==> src/rtl/q_readout_pkg.sv <==
// Shared constants and the event record for the Q readout path.
package q_readout_pkg;

  localparam int Q_WIDTH        = 31;
  localparam int TS_WIDTH_DEF   = 32;
  localparam int DROP_WIDTH_DEF = 16;
  localparam int DEPTH_DEF      = 16;

  typedef struct packed {
    logic                    lost;
    logic [TS_WIDTH_DEF-1:0] ts;
    logic [Q_WIDTH-1:0]      q;
  } q_event_t;

endpackage

==> src/rtl/q_sync_fifo.sv <==
// Generic first-word-fall-through synchronous FIFO with wrap-bit pointers.
module q_sync_fifo #(
  parameter  int WIDTH = 8,
  parameter  int DEPTH = 16,
  localparam int AW    = $clog2(DEPTH)
) (
  input  logic             clk,
  input  logic             reset_n,
  input  logic             clear,
  input  logic             push,
  input  logic             pop,
  input  logic [WIDTH-1:0] din,
  output logic [WIDTH-1:0] dout,
  output logic             full,
  output logic             empty,
  output logic [AW:0]      level
);

  logic [WIDTH-1:0] mem [DEPTH];
  logic [AW:0]      wr_ptr;
  logic [AW:0]      rd_ptr;
  logic             do_push;
  logic             do_pop;

  assign empty = (wr_ptr == rd_ptr);
  assign full  = (wr_ptr[AW] != rd_ptr[AW]) && (wr_ptr[AW-1:0] == rd_ptr[AW-1:0]);
  assign level = wr_ptr - rd_ptr;

  // A full FIFO still accepts a push when the head leaves in the same cycle.
  assign do_pop  = pop && !empty && !clear;
  assign do_push = push && (!full || do_pop) && !clear;

  always_ff @(posedge clk or negedge reset_n) begin
    if (!reset_n) begin
      wr_ptr <= '0;
      rd_ptr <= '0;
    end else if (clear) begin
      wr_ptr <= '0;
      rd_ptr <= '0;
    end else begin
      if (do_push) wr_ptr <= wr_ptr + 1'b1;
      if (do_pop)  rd_ptr <= rd_ptr + 1'b1;
    end
  end

  // NOTE: storage is not reset; the output is masked while empty, so stale
  // contents are never visible and the array maps onto plain RAM/flops.
  always_ff @(posedge clk) begin
    if (do_push) mem[wr_ptr[AW-1:0]] <= din;
  end

  assign dout = empty ? '0 : mem[rd_ptr[AW-1:0]];

endmodule

==> src/rtl/q_event_buffer.sv <==
// Timestamped event buffer after Q_extractor with overflow accounting.
// Optional: define QBUF_TSTAMP_EN to build the timestamp counter and ts storage.
module q_event_buffer #(
  parameter  int DEPTH      = q_readout_pkg::DEPTH_DEF,
  parameter  int Q_WIDTH    = q_readout_pkg::Q_WIDTH,
  parameter  int TS_WIDTH   = q_readout_pkg::TS_WIDTH_DEF,
  parameter  int DROP_WIDTH = q_readout_pkg::DROP_WIDTH_DEF,
  localparam int LW         = $clog2(DEPTH) + 1
) (
  input  logic                  clk,
  input  logic                  reset_n,
  input  logic                  q_valid_in,
  input  logic [Q_WIDTH-1:0]    q_in,
  input  logic                  clear_in,
  output logic                  ev_valid,
  input  logic                  ev_ready,
  output logic [Q_WIDTH-1:0]    ev_q,
  output logic [TS_WIDTH-1:0]   ev_ts,
  output logic                  ev_lost,
  output logic [LW-1:0]         fill_level,
  output logic [DROP_WIDTH-1:0] drop_count,
  output logic                  overflow
);

`ifdef QBUF_TSTAMP_EN
  localparam int EW = 1 + TS_WIDTH + Q_WIDTH;
`else
  localparam int EW = 1 + Q_WIDTH;
`endif

  logic [EW-1:0] wr_data;
  logic [EW-1:0] rd_data;
  logic          full;
  logic          empty;
  logic          push_req;
  logic          do_pop;
  logic          drop;
  logic          lost_pending;

  // Clear voids both sides of the handshake for its cycle.
  assign push_req = q_valid_in && !clear_in;
  assign do_pop   = ev_valid && ev_ready && !clear_in;
  assign drop     = push_req && full && !do_pop;
  assign ev_valid = !empty;

`ifdef QBUF_TSTAMP_EN
  logic [TS_WIDTH-1:0] ts;

  // Free-running; clear_in deliberately leaves the time base alone.
  always_ff @(posedge clk or negedge reset_n) begin
    if (!reset_n) ts <= '0;
    else          ts <= ts + 1'b1;
  end

  assign wr_data = {lost_pending, ts, q_in};
  assign ev_ts   = rd_data[Q_WIDTH +: TS_WIDTH];
`else
  assign wr_data = {lost_pending, q_in};
  assign ev_ts   = '0;
`endif

  assign ev_q    = rd_data[Q_WIDTH-1:0];
  assign ev_lost = rd_data[EW-1];

  q_sync_fifo #(
    .WIDTH (EW),
    .DEPTH (DEPTH)
  ) u_fifo (
    .clk     (clk),
    .reset_n (reset_n),
    .clear   (clear_in),
    .push    (push_req),
    .pop     (do_pop),
    .din     (wr_data),
    .dout    (rd_data),
    .full    (full),
    .empty   (empty),
    .level   (fill_level)
  );

  // lost_pending marks the next accepted event so readout can see the gap.
  always_ff @(posedge clk or negedge reset_n) begin
    if (!reset_n) begin
      drop_count   <= '0;
      overflow     <= 1'b0;
      lost_pending <= 1'b0;
    end else if (clear_in) begin
      drop_count   <= '0;
      overflow     <= 1'b0;
      lost_pending <= 1'b0;
    end else if (drop) begin
      if (drop_count != '1) drop_count <= drop_count + 1'b1;
      overflow     <= 1'b1;
      lost_pending <= 1'b1;
    end else if (push_req) begin
      lost_pending <= 1'b0;
    end
  end

endmodule

==> config.mk <==
export PLATFORM = sky130hd
export DESIGN_NAME = q_event_buffer
export DESIGN_NICKNAME = d
export VERILOG_FILES = /design/src/rtl/q_readout_pkg.sv /design/src/rtl/q_sync_fifo.sv /design/src/rtl/q_event_buffer.sv
export SDC_FILE = /design/constraint.sdc
export NUM_CORES = 1
export LEC_CHECK = 0
export ABC_CLOCK_PERIOD_IN_PS = 10100
export BUFFER_PORTS_ARGS = -buffer_cell sky130_fd_sc_hd__buf_2
export CORE_MARGIN = 3
export CORE_UTILIZATION = 65
export DETAILED_ROUTE_END_ITERATION = 12
export GPL_TIMING_DRIVEN = 0
export PLACE_DENSITY = 0.84
export SLEW_MARGIN = 20
export SYNTH_ARGS = -nofsm -noshare
export SYNTH_HDL_FRONTEND = slang
export SYNTH_SLANG_ARGS = --single-unit
==> constraint.sdc <==
create_clock -name clk -period 10.1 [get_ports clk]
set_input_delay 1.515 -clock clk [delete_from_list [all_inputs] [get_ports clk]]
set_output_delay 1.515 -clock clk [all_outputs]
set_load 0.03 [all_outputs]
After elaboration in Yosys (flattened, before gate mapping)
Memory sizes are Yosys's and may differ from the RTL's.
Index checks and enable logic that the tools add are counted.
{"block": "totals", "ff_bits": 28, "ram_bits": 512, "input_bits": 36, "out_inout_bits": 87, "n_memories": 1}
{"block": "classes", "add_sub_neg": 4, "n_eq_ne": 4, "muxes": 15, "n_reduce_logical": 21}
{"name": "u_fifo.mem", "words": 16, "word_bits": 32, "read_ports": 1, "rd_ports_with_merged_regs": 0, "wr": 1, "line": "q_sync_fifo.sv:19", "rtl": "logic [WIDTH-1:0] mem [DEPTH];"}
{"operator": "two-way mux 16 bit", "count": 3}
{"operator": "two-way mux 32 bit", "count": 1}
{"operator": "two-way mux 5 bit", "count": 4}
{"operator": "adder 16 x 1 -> 16 bit, second input constant", "count": 1}
{"operator": "inequality test 16 bit, second input constant", "count": 1}
{"operator": "adder 5 x 1 -> 5 bit, second input constant", "count": 2}
{"operator": "logical AND 1 bit", "count": 10}
{"operator": "nonzero test 2 bit", "count": 4}
{"operator": "two-way mux 1 bit", "count": 7}
{"operator": "equality test 5 bit", "count": 1}
{"operator": "subtractor 5 bit", "count": 1}
{"operator": "equality test 4 bit", "count": 1}
{"operator": "logical NOT 1 bit", "count": 4}
{"operator": "nonzero test 3 bit", "count": 1}
{"operator": "AND reduction 2 bit", "count": 1}
{"operator": "logical OR 1 bit", "count": 1}
{"operator": "inequality test 1 bit", "count": 1}

Depth between registers and ports, before layout
Gate-level depths: netlist of run 1.
{"block": "depth", "ltp_word": 11, "mapped_depth": 10}

By module
A second synthesis of run 1 with hierarchy kept.
{"block": "unflattened", "cells_unflattened": 1093, "area_unflattened_um2": 21569.4}
{"mod": "q_sync_fifo", "instances": 1, "cells_each": 948, "area_per_inst_um2": 20236.9, "seq_area_each_um2": 15625.0}
{"mod": "q_event_buffer", "instances": 1, "cells_each": 145, "area_per_inst_um2": 1332.5, "seq_area_each_um2": 450.4}

Worst setup path before layout of run 1
OpenSTA, ideal clock, no wires.
{"block": "synth_timing", "path_kind": "register -> register", "startpoint": "register u_fifo.rd_ptr[1]", "endpoint": "memory u_fifo.mem[0][0] in the netlist's numbering (enable)", "setup_time_ns": 0.461, "arrival_ns": 4.541, "required_ns": 9.639, "path_slack_ns": 5.098, "stages_incl_launch_ff": 10, "period_less_slack_ns": 5.002, "cell_sequence": "dfrtp_1 clkbuf_1 clkbuf_1 inv_1 ha_1 and4_4 buf_6 a311oi_4 nand2_1 nor3_1"}
{"block": "synth_via", "elab_chain_len": 11, "elab_cells_between_ends": 14, "cone_classes": "eq/ne (2); mux (2); reduce/logical (10)"}
{"item": "start: declaration", "line": "q_sync_fifo.sv:21", "rtl": "logic [AW:0] rd_ptr;"}
{"item": "start signal: assignment", "line": "q_sync_fifo.sv:42", "rtl": "if (do_pop) rd_ptr <= rd_ptr + 1'b1;"}
{"item": "equality test 5 bit", "line": "q_sync_fifo.sv:25", "rtl": "assign empty = (wr_ptr == rd_ptr);"}
{"item": "logical NOT 1 bit", "line": "q_sync_fifo.sv:30, q_event_buffer.sv:44"}
{"item": "logical AND 1 bit (2 in series)", "line": "q_event_buffer.sv:42", "rtl": "assign do_pop = ev_valid && ev_ready && !clear_in;"}
{"item": "logical AND 1 bit (2 in series)", "line": "q_sync_fifo.sv:30", "rtl": "assign do_pop = pop && !empty && !clear;"}
{"item": "logical OR 1 bit (*)", "line": "q_sync_fifo.sv:31", "rtl": "assign do_push = push && (!full || do_pop) && !clear;"}
{"item": "logical AND 1 bit (*) (2 in series)", "line": "q_sync_fifo.sv:31"}
{"item": "two-way mux 1 bit (*)", "line": "q_sync_fifo.sv:49", "rtl": "if (do_push) mem[wr_ptr[AW-1:0]] <= din;"}
{"item": "two-way mux 1 bit (implied by the code) (*)", "line": "q_sync_fifo.sv:49"}
{"item": "end: declaration", "line": "q_sync_fifo.sv:19"}
Every way passes the cells marked *; elsewhere a longest branch is shown, timed or not.

Final worst setup path of run 1
{"block": "layout_timing", "startpoint": "register u_fifo.rd_ptr[1]", "endpoint": "output port ev_q[15]"}
{"block": "layout_via", "elab_chain_len": 2, "elab_cells_between_ends": 3, "cone_classes": "eq/ne (1); mux (1); memory (1)"}
{"item": "memory (16 x 32 bit) or equality test 5 bit (tied branches)"}
{"item": "two-way mux 32 bit (*)", "line": "q_sync_fifo.sv:52", "rtl": "assign dout = empty ? '0 : mem[rd_ptr[AW-1:0]];"}
{"item": "end: declaration", "line": "q_event_buffer.sv:17", "rtl": "output logic [Q_WIDTH-1:0] ev_q,"}
Marks and branches as above.

==> impl_metrics.csv, run 1 <==
group,metric,value,unit
outcome,status,"finished, final reports clean",
placement,gp_congestion,0.770,
timing,timing.final.max_slew_violations,0,
placement,place_ws,4600,ps
clock_tree,tritoncts,"yes",
global_route,grtUsageTotal,29.4,%
floorplanning,initial_core_util,66.9,%
logic_synthesis,netlist_instances,1012,
worst_setup_path,critical_path.max_fanout,10,
routing,via_per_inst,6.63,
clock_tree,clock_latency,550,ps
clock_tree,cts_hold_buf,0,
worst_setup_path,crit_required,8590,ps
pwr,power.share.clock,34.8,%
layout,nets,1264,
floorplanning,die_w,187,um
clock_tree,cts.htree.levels,2,
logic_synthesis,synth_top_area_share,72.0,%
timing,fin_crit_sh,62.2,%
worst_setup_path,arrival,4770,ps
logic_synthesis,netlist_area,0.0214,mm^2
clock_tree,cts.sinks,540,
global_route,grt_start_max_net_pins,29,
pwr,comb_power_share,16.4,%
placement,dp_hpwl,30.4,mm
pwr,power-per-cell-area,206,mW/mm^2
logic_synthesis,ys_seq_elements,540,
timing,holdWs,533,ps
routing,dr.pass1.iters,5,
layout,syn_to_final_growth,15.1,%
layout,n_antenna_cell,0,
logic_synthesis,synth_warnings,0,
clock_tree,clock-root-buffer,"clkbuf_16",
logic_synthesis,synth_top_area_cell,"edfxtp_1",
routing,wirelength,50.5,mm
timing,grt_setup_unrepaired,"false",
logic_synthesis,syn_area_per_cell,21.1,um^2
timing,hold_violations,0,
clock_tree,path_clk_slew,60,ps
logic_synthesis,synthTopCellsByArea,"edfxtp_1 72%, mux4_2 13%, dfrtp_1 3.3%, mux2i_1 3.0%, buf_4 1.2%",
layout,drive_gt1_share,31.4,%
floorplanning,dieArea,0.0351,mm^2
routing,post-route-drc-count,0,
pwr,seqPwrFrac,48.8,%
floorplanning,core,0.0320,mm^2
logic_synthesis,netlist-cell-type-count,46,
global_route,antenna_found_initial,0,
pwr,vdd_drop_max,0.000171,V
timing,slew_headroom,28.7,%
worst_hold_path,min_to,"drop_count[14]",
global_route,grt_pass1_wl,75.9,mm
timing,final.setup.worst_slack,3820,ps
worst_hold_path,min_delay_path_depth,1,
worst_setup_path,reg2reg_slack,5260,ps
worst_hold_path,hp-class,"flip-flop to flip-flop",
clock_tree,cts_resized,0,
pwr,power_switching,1.29,mW
pwr,swShare,25.4,%
pwr,p_leak,8.55,nW
routing,vias,11200,
global_route,grt_pass1_vias,11700,
worst_setup_path,r2r_end,"u_fifo.mem[1][9]",
timing,worst_pin_slew,1070,ps
global_route,overflow,0,
routing,drt_iter0_drc,1409,
worst_setup_path,start_kind,"flip-flop",
timing,tns,0,ps
clock_tree,cts_buffer_depth,3,
timing,fmax,159,MHz
floorplanning,ios,123,
routing,ant_nets,0,
logic_synthesis,seq_area_frac_synth,75.2,%
job,cap_violations,0,
worst_setup_path,worstSetupPathType,"flip-flop to output pin",
timing,fin_crit,6280,ps
clock_tree,cts_buffers,51,
floorplanning,die_h,187,um
placement,io_buffers,90,
worst_hold_path,worstHoldStart,"drop_count[14]",
floorplanning,rows,65,
worst_setup_path,worstSetupEndpointType,"output pin",
timing,final.setup_skew,17.5,ps
clock_tree,post_cts_buffers,0,
routing,wl_per_cell,29.8,um
worst_setup_path,crit-reg2reg-launch,"u_fifo.rd_ptr[1]",
timing,setup_viol_count_final,0,
pwr,internal_power,3.78,mW
worst_setup_path,rr_worst_depth,11,
metal layers:
metal / part of all wire (%) / global-route usage [%] / vias up
li1: - / - / 4498
met1: 35 / 38.3 / 5763
met2: 52 / 50.1 / 811
met3: 9.6 / 5.68 / 151
met4: 3.7 / 11.0 / 0
met5: 0 / 0 / -
cell usage after synthesis (all sizes together):
cell type,n
edfxtp,512
nor3b,2
o31ai,2
buf,59
a21o,2
a311o,1
clkinv,1
or3,3
nand2,17
ha,10
dfrtp,28
nor3,8
nor4,6
clkbuf,22
nand3,3
mux2i,65
or2,2
and2,1
nand4,7
a311oi,1
mux4,128
xnor2,20
and4,1
a21oi,7
o21ai,7
inv,14
nor4b,3
nand4b,1
conb,1
xor2,4
nand2b,2
o22ai,32
fa,1
nor2,39
how the worst max path moves through the flow:
stage	from	endpoint	depth (start not counted)
finish	u_fifo.rd_ptr[1]	ev_q[15]	11
floorplan	u_fifo.rd_ptr[1]	u_fifo.mem[0][0]	9
global route	u_fifo.rd_ptr[1]	ev_q[18]	11
global placement	u_fifo.rd_ptr[1]	u_fifo.mem[2][13]	9
detailed placement	u_fifo.rd_ptr[1]	ev_q[26]	11
CTS	u_fifo.rd_ptr[1]	ev_q[26]	11
cell type report:
| type | count | area [um^2] |
|---|---|---|
| Tap cell | 435 | 544 |
| Buffer | 81 | 467 |
| Timing Repair Buffer | 121 | 946 |
| Inverter | 15 | 56.3 |
| Fill cell | 1600 | 7370 |
| Sequential cell | 540 | 16100 |
| Clock inverter | 25 | 166 |
| Multi-Input combinational cell | 407 | 4990 |
| Clock buffer | 69 | 1340 |
cells in the final DEF (no fill, tap or decap), types with 16 or more instances in the layout:
cell type,n
clkbuf_16,51
conb_1,32
dfrtp_1,28
nor2_1,27
clkbuf_1,39
edfxtp_1,512
nand2_1,16
buf_4,44
xnor2_1,20
mux4_2,128
o22ai_1,32
buf_2,107
mux2i_1,65
cell families after synthesis:
group | after synthesis | share of synthesized area, %
flops | 540 | 75.2
mux | 193 | 16.5
buf+inv | 96 | 2.45
simple gates | 95 | 2.48
compound gates | 52 | 1.58
xor+xnor | 24 | 1.02
fa+ha+maj | 11 | 0.679
other cells | 1 | 0.0176
through the flow:
step                cells  power (mW)  util [%]  area [um^2]
CTS                  1693        5.08      76.9        24600
floorplan            1043        3.10         -        21500
global route         1693        5.21      76.9        24600
detailed placement   1599        3.34      72.2        23100
finish               1693        5.07      76.9        24600
global placement     1568        3.31      70.3        22500
power groups by stage:
stage               Sequential, mW  Combinational [mW]  Clock [mW]
floorplan                     2.52               0.580           0
global placement              2.52               0.783           0
detailed placement            2.52               0.813           0
CTS                           2.48               0.834        1.77
global route                  2.48               0.876        1.86
finish                        2.48               0.830        1.76
critical path, stage by stage (launching register included):
cell	delay [ps]
dfrtp_1	600
clkbuf_1	470
clkbuf_1	630
inv_1	190
ha_1	360
and4_4	220
buf_6	130
nand2_1	110
nand2_1	290
clkbuf_1	760
o22ai_1	200
buf_2	240
sequential cells by signal, summed over array words and instances, names as in the netlist:
| register | cells |
|---|---|
| drop_count | 16 |
| lost_pending | 1 |
| overflow | 1 |
| u_fifo.mem | 512 |
| u_fifo.rd_ptr | 5 |
| u_fifo.wr_ptr | 5 |
Power figures use the tool's default switching activity.
==> run 2, diff against run 1 <==
ABC_CLOCK_PERIOD_IN_PS = 6500   (was 10100)
CORE_UTILIZATION = 61   (was 65)
PLACE_DENSITY = 0.8   (was 0.84)
clock period = 6.5 ns   (was 10.1 ns; I/O delays follow)
==> run 2 against run 1 <==
Die area up 6.3%. Core utilization down 4.4 points. Wire length down 7.6%. Global-route usage down 3.3 points. Via count down 4.0%. Clock skew up 3.6 ps. Critical path depth unchanged. Non-clock buffer count down 2. Clock-buffer cell count down 6. Setup slack worse by 3100 ps. Sequential cell count unchanged. First-iteration DRC count down 14%. Critical path type unchanged. Highest routed layer unchanged.
==> impl_metrics.csv, run 2 (same netlist as run 1, synthesis figures left out) <==
group,metric,value,unit
worst_setup_path,critical_path.max_fanout,10,
worst_setup_path,max_stage_delay,730,ps
clock_tree,path_clk_slew,60,ps
worst_setup_path,crit_required,5520,ps
placement,dpl_cell_area,0.0231,mm^2
timing,grt_setup_unrepaired,"false",
global_route,overflow,0,
layout,syn_to_final_growth,15.5,%
clock_tree,post_cts_buffers,0,
worst_setup_path,crit-reg2reg-launch,"u_fifo.rd_ptr[1]",
clock_tree,cts.sinks,540,
layout,drive_gt1_share,32.1,%
clock_tree,clock_latency,570,ps
routing,via_per_inst,6.33,
worst_setup_path,start_kind,"flip-flop",
job,cap_violations,0,
floorplanning,die_w,193,um
layout,stdcell_count,1702,
pwr,vdd_drop_max,0.000242,V
worst_setup_path,arrival,4830,ps
placement,io_buffers,90,
pwr,p_total,7.99,mW
global_route,grt_start_max_net_pins,29,
floorplanning,dieArea,0.0373,mm^2
timing,setup_viol_count_final,0,
routing,vias,10800,
pwr,p_leak,8.59,nW
layout,nets,1264,
layout,final_common_cell,"edfxtp_1",
worst_setup_path,cp_cell_sequence,"clkbuf_1 -> clkbuf_1 -> inv_1 -> ha_1 -> and4_4 -> buf_6 -> nand2_1 -> nand2_1 -> clkbuf_1 -> o22ai_1 -> buf_2",
timing,tns,0,ps
timing,slew_headroom,24.9,%
outcome,status,"finished, final reports clean",
timing,timing.final.max_slew_violations,0,
timing,hold_violations,0,
clock_tree,cts_buffers,53,
timing,fin_crit_sh,89.2,%
global_route,grt_pass1_vias,11000,
worst_setup_path,path_common_cell,"clkbuf_1",
layout,largest_register_ffs,512,
routing,wirelength,46.6,mm
floorplanning,die_h,193,um
floorplanning,rows,67,
clock_tree,cts_hold_buf,0,
routing,drt_iter0_drc,1208,
worst_hold_path,hp-class,"input port to async pin",
worst_setup_path,rr_worst_depth,11,
pwr,power-per-cell-area,324,mW/mm^2
worst_setup_path,slowest_stage,"clkbuf_1",
global_route,grt_pass1_wl,70.2,mm
routing,ant_nets,0,
placement,post-place-cells,1610,
timing,fin_crit,5800,ps
layout,design_area,0.0247,mm^2
worst_setup_path,r2r_end,"u_fifo.mem[1][22]",
placement,gp_congestion,0.803,
timing,fmax,172,MHz
worst_setup_path,worstSetupPathType,"flip-flop to output pin",
routing,wl_per_cell,27.4,um
worst_setup_path,worstSetupEndpointType,"output pin",
global_route,grtUsageTotal,26.0,%
layout,most-common-layout-cells,"512 x edfxtp_1, 128 x mux4_2, 107 x buf_2, 65 x mux2i_1, 55 x clkbuf_16",
floorplanning,core,0.0340,mm^2
clock_tree,cts_resized,0,
clock_tree,tritoncts,"yes",
timing,holdWs,445,ps
routing,post-route-drc-count,0,
clock_tree,cts_buffer_depth,3,
clock_tree,clock-root-buffer,"clkbuf_16",
worst_setup_path,reg2reg_slack,1730,ps
global_route,antenna_found_initial,0,
timing,final.setup_skew,21.1,ps
floorplanning,ios,123,
placement,dp_hpwl,29.3,mm
layout,n_antenna_cell,0,
floorplanning,initial_core_util,62.8,%
layout,fillers,1935,
timing,worst_pin_slew,1130,ps
clock_tree,cts.htree.levels,2,
routing,dr.pass1.iters,5,
-- run 2: cell count changes in the layout (fill, tap and decap cells not counted), moves of 2 or more --
cell and change:
buf_12 +3, buf_16 -2, buf_4 +4, buf_6 -7
clkbuf_1 -10, clkbuf_16 +4, clkinv_1 -2, clkinv_2 +5
-- run 2: layout make-up --
class	count	area, um^2	area share (%)
plain buffers	81	467	1.89
inverters	15	56.3	0.228
clock inverters	29	213	0.862
well taps	448	561	2.27
repair buffers	119	902	3.66
multi-input cells	407	4990	20.2
flip-flops and latches	540	16100	65.1
clock buffers	63	1410	5.70
-- run 2: metrics by stage --
stage          worst slack, ps  utilization (%)
4_1_cts                    817             72.5
2_1_floorplan             1500                -
5_1_grt                    597             72.5
3_3_place_gp             -1660             66.1
6_report                   699             72.5
3_5_place_dp              1470             67.7
-- run 2: critical path, delay by kind of cell, from the launching register on --
kind	cells	cell delay, ps
AO/OA/AOI/OAI	1	290
adder cells (fa/ha/maj)	1	370
AND/OR/NAND/NOR	3	640
flip-flops	1	630
buffers and inverters	6	2310
-- run 2: worst max path at each step --
| stage | slack, ps | start | depth (start not counted) | end |
|---|---|---|---|---|
| detailed placement | 1470 | u_fifo.rd_ptr[1] | 11 | ev_q[13] |
| global route | 600 | u_fifo.rd_ptr[1] | 11 | ev_q[13] |
| finish | 700 | u_fifo.rd_ptr[1] | 11 | ev_q[13] |
| CTS | 820 | u_fifo.rd_ptr[1] | 11 | ev_q[13] |
| global placement | -1660 | u_fifo.rd_ptr[1] | 9 | u_fifo.mem[0][14] |
| floorplan | 1500 | u_fifo.rd_ptr[1] | 9 | u_fifo.mem[0][0] |
-- run 2: routing by layer --
metal / vias up / GRT usage, % / part of all wire (%)
li1: 4506 / - / -
met1: 5537 / 36.4 / 38
met2: 625 / 42.8 / 51
met3: 107 / 4.00 / 8.0
met4: 0 / 9.37 / 3.5
met5: - / 0 / 0
-- run 2: power by group --
part	internal [mW]	total (mW)	leakage, nW	switching, mW
Combinational	0.511	1.26	2.80	0.750
Clock	1.65	2.88	0.802	1.23
Sequential	3.83	3.85	4.98	0.0126
Total	5.99	7.99	8.59	1.99
